<file path="src/rtl/mult_share_sched.sv">
// Round-robin sharing of one matrix-multiply engine between two requesters.
// Grants a job, pulses eng_start, then waits for eng_done under a watchdog.
module mult_share_sched #(
    parameter int DW      = 8,
    parameter int TIMEOUT = 1024,
    parameter int TMO_W   = 16
) (
    input  logic          clk,
    input  logic          rst,
    input  logic          req0,
    input  logic          req1,
    input  logic [DW-1:0] data_in0,
    input  logic [DW-1:0] data_in1,
    output logic          gnt0,
    output logic          gnt1,
    output logic          eng_start,
    output logic          eng_rst,
    output logic [DW-1:0] eng_data_in,
    input  logic [DW-1:0] eng_data_out,
    input  logic          eng_done,
    output logic [DW-1:0] data_out,
    output logic          done0,
    output logic          done1,
    output logic          timeout,
    output logic          busy
);

    typedef enum logic [2:0] {
        S_IDLE, S_GRANT, S_START, S_RUN, S_RELEASE
    } state_e;

    // Terminal count of the watchdog; only meaningful when TIMEOUT != 0.
    localparam logic [TMO_W-1:0] TC = TMO_W'((TIMEOUT > 0) ? TIMEOUT - 1 : 0);

    state_e             state_q, state_d;
    logic               last_q, last_d;
    logic               sel_q, sel_d;
    logic               abort_q, abort_d;
    logic [TMO_W-1:0]   cnt_q, cnt_d;

    always_ff @(posedge clk) begin
        if (rst) begin
            state_q <= S_IDLE;
            last_q  <= 1'b1;
            sel_q   <= 1'b0;
            abort_q <= 1'b0;
            cnt_q   <= '0;
        end else begin
            state_q <= state_d;
            last_q  <= last_d;
            sel_q   <= sel_d;
            abort_q <= abort_d;
            cnt_q   <= cnt_d;
        end
    end

    always_comb begin
        state_d = state_q;
        last_d  = last_q;
        sel_d   = sel_q;
        abort_d = abort_q;
        cnt_d   = cnt_q;
        case (state_q)
            S_IDLE: begin
                if (req0 || req1) begin
                    // On a tie, serve whoever did not go last.
                    sel_d   = (req0 && req1) ? ~last_q : req1;
                    abort_d = 1'b0;
                    state_d = S_GRANT;
                end
            end
            S_GRANT: state_d = S_START;
            S_START: begin
                cnt_d   = '0;
                state_d = S_RUN;
            end
            S_RUN: begin
                cnt_d = cnt_q + TMO_W'(1);
                if (eng_done) begin
                    abort_d = 1'b0;
                    state_d = S_RELEASE;
                end else if ((TIMEOUT != 0) && (cnt_q == TC)) begin
                    abort_d = 1'b1;
                    state_d = S_RELEASE;
                end
            end
            S_RELEASE: begin
                last_d  = sel_q;
                state_d = S_IDLE;
            end
            default: state_d = S_IDLE;
        endcase
    end

    always_comb begin
        busy        = (state_q != S_IDLE);
        gnt0        = busy && !sel_q;
        gnt1        = busy &&  sel_q;
        eng_start   = (state_q == S_START);
        done0       = (state_q == S_RELEASE) && !abort_q && !sel_q;
        done1       = (state_q == S_RELEASE) && !abort_q &&  sel_q;
        timeout     = (state_q == S_RELEASE) &&  abort_q;
        eng_rst     = rst || timeout;
        eng_data_in = busy ? (sel_q ? data_in1 : data_in0) : '0;
        data_out    = busy ? eng_data_out : '0;
    end

endmodule

</file>
<file path="config.mk">
export PLATFORM = sky130hd
export DESIGN_NAME = mult_share_sched
export DESIGN_NICKNAME = d
export VERILOG_FILES = /design/src/rtl/mult_share_sched.sv
export SDC_FILE = /design/constraint.sdc
export NUM_CORES = 1
export LEC_CHECK = 0
export CORE_ASPECT_RATIO = 1.25
export CORE_MARGIN = 5
export CORE_UTILIZATION = 35
export DETAILED_ROUTE_END_ITERATION = 7
export GPL_ROUTABILITY_DRIVEN = 1
export GPL_TIMING_DRIVEN = 0
export PLACE_DENSITY = 0.69
export SYNTH_ARGS = -nofsm -noshare
export SYNTH_HDL_FRONTEND = slang
export SYNTH_SLANG_ARGS = --single-unit
</file>
<file path="constraint.sdc">
create_clock -name clk -period 1.75 [get_ports clk]
set_input_delay 0.35 -clock clk [delete_from_list [all_inputs] [get_ports clk]]
set_output_delay 0.35 -clock clk [all_outputs]
set_load 0.01 [all_outputs]
</file>
After elaboration in Yosys (flattened, before gate mapping)
Cells that the tools add are included.
{"block": "word_totals", "reg_bits": 22, "in_bits": 29, "out_inout_bits": 24, "wordCells": 45}
{"block": "classes", "add_sub_neg": 1, "eq_ne": 7, "mux": 13, "bitwise": 1, "reduce_logical": 18}
{"cell": "case mux 16 bit (2 select lines)", "count": 1}
{"cell": "two-way mux 8 bit", "count": 3}
{"cell": "adder 16 x 1 -> 16 bit, second input constant", "count": 1}
{"cell": "== test 16 x 10 -> 1 bit, second input constant", "count": 1}
{"cell": "case mux 3 bit (4 select lines)", "count": 1}
{"cell": "two-way mux 3 bit", "count": 3}
{"cell": "logical AND 1 bit", "count": 7}
{"cell": "== test 3 x 2 -> 1 bit, second input constant", "count": 2}
{"cell": "two-way mux 1 bit", "count": 4}
{"cell": "AND reduction 2 bit", "count": 2}
{"cell": "nonzero test 2 bit", "count": 2}
{"cell": "== test 3 x 1 -> 1 bit, second input constant", "count": 1}
{"cell": "== test 3 bit, second input constant", "count": 1}
{"cell": "logical NOT 3 bit", "count": 1}
{"cell": "!= test 3 bit, second input constant", "count": 1}
{"cell": "AND reduction 3 bit", "count": 1}
{"cell": "nonzero test 3 bit", "count": 1}
{"cell": "logical NOT 1 bit", "count": 2}
{"cell": "logical OR 1 bit", "count": 2}
{"cell": "!= test 2 bit, second input constant", "count": 1}
{"cell": "case mux 1 bit (2 select lines)", "count": 1}
{"cell": "inverter 1 bit", "count": 1}

Logic depth before layout (Yosys ltp)
{"block": "logic_depth", "depth_word": 4, "depth_mapped": 6, "ltp_nobuf": 5}

Worst setup path before layout
Ideal clock, no wire load.
{"block": "synth_path", "path_kind": "flip-flop to flip-flop", "start": "register cnt_q[0]", "end": "register cnt_q[10]", "setup_ps": 74, "arrival_time_ps": 1731, "t_required_ps": 1676, "slack_ps": -56, "stages_incl_launch_ff": 6, "path_buffers": 0, "period_less_slack_ps": 1806, "path_cell_list": "dfxtp_1 > ha_1 > nand3_1 > or3_4 > or4b_1 > a31oi_1"}
{"block": "synth_between", "elab_chain_len": 2}
{"element": "from (decl)", "line_no": "39", "source": "logic [TMO_W-1:0] cnt_q, cnt_d;"}
{"element": "from (signal assigned)", "line_no": "53", "source": "cnt_q <= cnt_d;"}
{"element": "adder 16 x 1 -> 16 bit", "line_no": "78", "source": "cnt_d = cnt_q + TMO_W'(1);"}
{"element": "case mux 16 bit (2 select lines)", "line_no": "63", "source": "case (state_q)"}
No other way between the ends.
A chain may end at the register's enable or synchronous reset.

Worst setup path after layout
{"block": "layout_path", "start": "register state_q[2]", "end": "output eng_data_in[2]"}
{"block": "layout_between", "elab_chain_len": 2}
{"element": "from (decl)", "line_no": "35", "source": "state_e state_q, state_d;"}
{"element": "from (signal assigned)", "line_no": "49", "source": "state_q <= state_d;"}
{"element": "nonzero test 3 bit", "line_no": "96", "source": "busy = (state_q != S_IDLE);"}
{"element": "two-way mux 8 bit", "line_no": "104", "source": "eng_data_in = busy ? (sel_q ? data_in1 : data_in0) : '0;"}
{"element": "to (decl)", "line_no": "18", "source": "output logic [DW-1:0] eng_data_in,"}
No other way between the ends.

==> flow_summary.ini <==
[status]
outcome = finished with violations
violations = setup timing

[sta]
rsz0062_at_grt = true
min_period_ns = 1.78
fmax_mhz = 562
hold_viol = 0
worstMarginPinSlew_ns = 0.524
fin_ws_ns = -0.0283
fin_crit_sh = 1.02
slew_viol_final = 0
final.setup.tns_ns = -0.176
setup_viol = 11
skew_ns = 0.00209
max_slew_margin = 0.651

[cells_and_area]
drive_above_1_share = 0.350
nFillCells = 411
area_growth_pct = 64.6
final_area_mm2 = 0.00237
antenna_cells = 0
fin_nets = 297

[place]
place_congestion = 0.809
io_buffers = 52
post_dp_cell_area_mm2 = 0.00204
dpl.hpwl_um = 3080

[routing]
drtAntennaViolNets = 0
vias = 1665
avgRoutedWirePerCell_um = 14.1
drt_iter0_markers = 117
drc = 0
totalWireLength_um = 4530
drtPass1Iterations = 4
viasPerCell = 5.17

[synthesis]
synth_edf_count = 0
synth.top_cell.area_share = 0.306
ys_top_cells_by_count = dfxtp_1, nor2_1, nand2_1, a21oi_1, mux2i_1
yosysWarnings = 0
syn_area_mm2 = 0.00144
synth_ff_type = dfxtp_1
synth_most_common_cell = dfxtp_1
synth-seq-cells = 22
synthCells = 188
synth-seq-area-share = 0.306
synth_fp_nets = 218
synth-async-reset-ratio = 0
syn_avg_cell_area_um2 = 7.66
synth_top_cell_by_area = dfxtp_1
synthDistinctLibCells = 47
synth_area_leaders = dfxtp_1, mux2i_1, nor2_1, nand2_1, a21oi_1

[power_and_ir_drop]
p_comb_frac = 0.373
p_sw_frac = 0.289
pwr-share-seq = 0.367
clockPowerShare = 0.259
power_density_mw_per_mm2 = 600
p_sw_mw = 0.411
p_int_mw = 1.01
ir_worst_vdd_v = 0.000374
leakage_nw = 0.901

[cts]
h-tree-depth = 1
ctsHoldBuffers = 0
clk_latency_ns = 0.26
cts.reportedPaths.clkPinSlew_ns = 0.08
numCtsBuffers = 3
clockBufferDepth = 2
cts_root_buffer = clkbuf_8
cts_tree = yes
cts_num_sinks = 22

[floorplanning]
ioPinCount = 53
die-area_mm2 = 0.00551
start_util = 0.357
fp.dieH_um = 81.7
num_rows = 26
core_area_mm2 = 0.00403
die_x_um = 67.4

[grt]
grt_pass1_vias = 1578
grt_use_total = 0.163
grt_overflow_total = 0
grt_pass1_wl_um = 6890
grt_max_degree = 13
antenna_found_initial = 0

[worst_setup_path]
cp_common_cell = buf_6
crit_family = buffers and inverters
crit_path_cell_trace = buf_8, nor3_4, buf_6, buf_8, buf_6, nor2_2, buf_6
critPathLaunchType = register
crit_arrival_ns = 1.43
path_buf_inv = 5
slowest_delay_ns = 0.33
endpoint_kind = output pin
cp_max_fo = 8
worst_path_max_delay_cell = dfxtp_2
crit_required_ns = 1.40
critPathKind = register to output pin

[hold_path]
hp-class = register to register

[job]
drv_cap = 0
[per-layer routing]
metal	wire length (um)	global-route usage	vias up	share of wire
met5	0	0	-	0
met1	1790	0.177	769	0.39
met3	396	0.0643	4	0.087
met2	2310	0.281	59	0.51
li1	-	-	833	-
met4	35	0.0609	0	0.0077
[cell families after synthesis]
logic type,after synthesis,synth area share
AND/OR/NAND/NOR,97,0.376
AO/OA/AOI/OAI,38,0.163
flip-flops,22,0.306
buffers and inverters,19,0.0695
multiplexers,11,0.0765
adder cells (fa/ha/maj),1,0.00869
[state kept, by name, summed over array words and instances, names as in the netlist]
signal,flops
state_q,3
sel_q,1
last_q,1
cnt_q,16
abort_q,1
[cell usage in the layout (no fill, tap or decap), types with 2 or more instances in the layout]
master            n
clkdlybuf4s50_1  28
nand2_1          19
buf_2            19
nor2_1           14
buf_6            14
a21oi_1          14
buf_4            14
mux2i_1          11
dfxtp_1          11
nor2b_1           8
dfxtp_2           8
o21ai_0           7
buf_8             6
nand3_1           6
clkbuf_8          5
nand4_1           5
nor4_1            5
a31oi_1           5
inv_1             4
nor2_2            4
nor3b_1           4
nor3_1            3
clkbuf_1          3
or3_1             3
and2_1            3
nand3b_1          3
dfxtp_4           3
nor2_4            2
or2_4             2
or4b_2            2
[per-stage QoR]
step	power (mW)	hold slack (ns)	worst slack (ns)	utilization	instances
floorplan	0.712	0.435	0.0139	-	188
global placement	0.930	0.465	-0.449	0.506	296
detailed placement	0.929	0.465	-0.433	0.506	296
CTS	1.36	0.484	-0.151	0.548	312
global route	1.49	0.513	-0.0944	0.588	322
finish	1.42	0.478	-0.0283	0.588	322
[worst reg2reg max path: cells and delay by family, from the launching register on]
family,cells,cell delay [ns]
AND/OR/NAND/NOR,3,0.97
buffers and inverters,2,0.24
flip-flops,1,0.35
AO/OA/AOI/OAI,1,0.12
[power by group through the flow]
stage	registers, mW	clock network (mW)	logic, mW
finish	0.522	0.368	0.531
global route	0.524	0.396	0.571
CTS	0.516	0.374	0.473
detailed placement	0.527	0	0.402
global placement	0.526	0	0.404
floorplan	0.525	0	0.187
[area by class of cell]
| class | instances | area, um2 | area share |
|---|---|---|---|
| buffer | 12 | 114 | 0.0480 |
| tap | 56 | 70.1 | 0.0296 |
| clock buffer | 4 | 55.1 | 0.0232 |
| multi-input combinational | 147 | 983 | 0.415 |
| sequential | 22 | 462 | 0.195 |
| timing repair buffer | 77 | 672 | 0.283 |
| inverter | 4 | 15.0 | 0.00633 |
[path summary, 6_finish.rpt]
| kind | cells past startpoint | slack [ns] | to | from |
|---|---|---|---|---|
| setup / recovery | 7 | -0.03 | eng_data_in[2] | state_q[2]$_SDFFE_PP0P_ |
| setup reg to reg | 6 | 0 | cnt_q[15]$_SDFFE_PP0P_ | state_q[1]$_SDFFE_PP0P_ |
| hold / removal | 1 | 0.48 | last_q$_SDFFE_PP1N_ | last_q$_SDFFE_PP1N_ |
| hold reg to reg | 1 | 0.48 | last_q$_SDFFE_PP1N_ | last_q$_SDFFE_PP1N_ |
[timing repair]
action	4_1_cts	5_1_grt
setup buffers	12	11
resized for setup	117	44
endpoints found under the setup margin	37	37
pin swaps	1	14
cloned	2	0
No activity file was read; power rests on OpenSTA's default activity.
==> edit: new RTL, same flow settings <==
Set the parameter `DW` to 7 (it was 8).
--- a/src/rtl/mult_share_sched.sv
+++ b/src/rtl/mult_share_sched.sv
@@ -1,7 +1,7 @@
 // Round-robin sharing of one matrix-multiply engine between two requesters.
 // Grants a job, pulses eng_start, then waits for eng_done under a watchdog.
 module mult_share_sched #(
-    parameter int DW      = 8,
+    parameter int DW      = 7,
     parameter int TIMEOUT = 1024,
     parameter int TMO_W   = 16
 ) (
Interface: changed (5 resized); port bits go from 53 to 48. The function was not compared with the original's and may differ.
==> edit against the unedited design <==
The flow still finishes with violations (negative setup slack). First-iteration DRC count down 26%. Power down 12%. Sequential power down 0.8%. Critical path depth down 2. Cell area down 12%. Area after synthesis down 0.17%. Setup slack better by 28 ps. Routed wire length down 16%. Via count down 9.9%. Clock skew about the same. Sequential cell count unchanged.
==> edit: results (changes against the unedited design) <==
- Total GRT Usage: 14.3% (-2.0 points)
- Largest net degree at the start of global routing: 12 (-1)
- Routed met1 length: 1.67 mm (-6.5%)
- Reg-to-reg startpoint: cnt_q[0]
- Grt met2 use: 24.1% (-4.0 points)
- Routability cong.: 0.738 (-8.7%)
- Non-CTS buffers: 70 (-21%)
- Final setup viols: 1 (-10)
- Unique masters post-synth: 52 (+11%)
- Fraction of the yosys area taken by sequential cells: 30.6% (+0.053 points)
- Clock share of power: 25.6% (-0.3 points)
- Postcts setup bufs: 11 (-1)
- Worst Setup SP: state_q[0]
- Setup crit end: eng_start
- Critical R2R Capture: abort_q
- Clk tree area frac: 1.97% (-0.35 points)
- M3 GR Usage: 5.34% (-1.1 points)
- Multi-input gates: 140 (-4.8%)
- DR vias/cell: 5.08 (-1.7%)
- Leakage: 0.848 nW (-5.9%)
- Non-clock buffer share of cell area: 28.4% (-4.8 points)
- Fillcell total: 416 (+1.2%)
- Iter 0 DRT Violations: 86 (-26%)
- Final hold slack: 476 ps (-2.09 ps)
- CTS resizes: 103 (-12%)
- Met3 Wirelength: 316 um (-20%)
- Top cells by area, synth: dfxtp_1 31%, mux2i_1 7.0%, nand2_1 5.0%, nor2_1 5.0%, a21oi_1 4.5%
- Setup WS pre-CTS: -720 ps (-287 ps)
- Post-synth top cells: 22 x dfxtp_1, 19 x nand2_1, 19 x nor2_1, 13 x a21oi_1, 10 x mux2i_1
- CP arrival: 1400 ps (-30 ps)
- Clkbuf count: 3 (-1)
- Post-route setup slack: -0.497 ps (+27.8 ps)
- Crit Path Max Fanout: 3 (-5)
- Status: finished, violations left
- Vias in the first global route: 1418 (-10%)
- Port bufs: 47 (-9.6%)
- Multi-input logic portion of the cell area: 44.4% (+2.9 points)
- Failing checks: negative setup slack
- CP peak stage delay: 360 ps (+30 ps)
- Register Area: 445 sq um (-3.5%)
- Clk_skew: 2.35 ps (+0.259 ps)
- Syn nets: 204 (-6.4%)
## edit: changes by cell type after synthesis, moves of 3 or more
cell	unedited run	this run
a31oi_1	5	0
a41oi_1	0	3
clkbuf_1	10	2
nand3b_1	3	0
nor4_1	5	2
## edit: metrics by stage
| stage | std cells | TNS, ps | power, mW | instance area [sq um] |
|---|---|---|---|---|
| 6_report | 295 | -0.497 | 1.25 | 2100 |
| 5_1_grt | 295 | -499 | 1.31 | 2100 |
| 4_1_cts | 294 | -218 | 1.24 | 2060 |
| 3_5_place_dp | 280 | -6880 | 0.891 | 1980 |
| 3_3_place_gp | 280 | -6840 | 0.890 | 1980 |
| 2_1_floorplan | 177 | 0 | 0.701 | 1440 |
## edit: cell families (layout without fill, tap and decap cells)
family / count (synthesis) / after routing / share of synthesized area [%]
flops: 22 / 22 / 30.6
compound gates: 32 / 32 / 14.6
mux: 10 / 10 / 6.96
buf+inv: 15 / 77 / 7.22
fa+ha+maj: 1 / 1 / 0.870
simple gates: 97 / 97 / 39.7
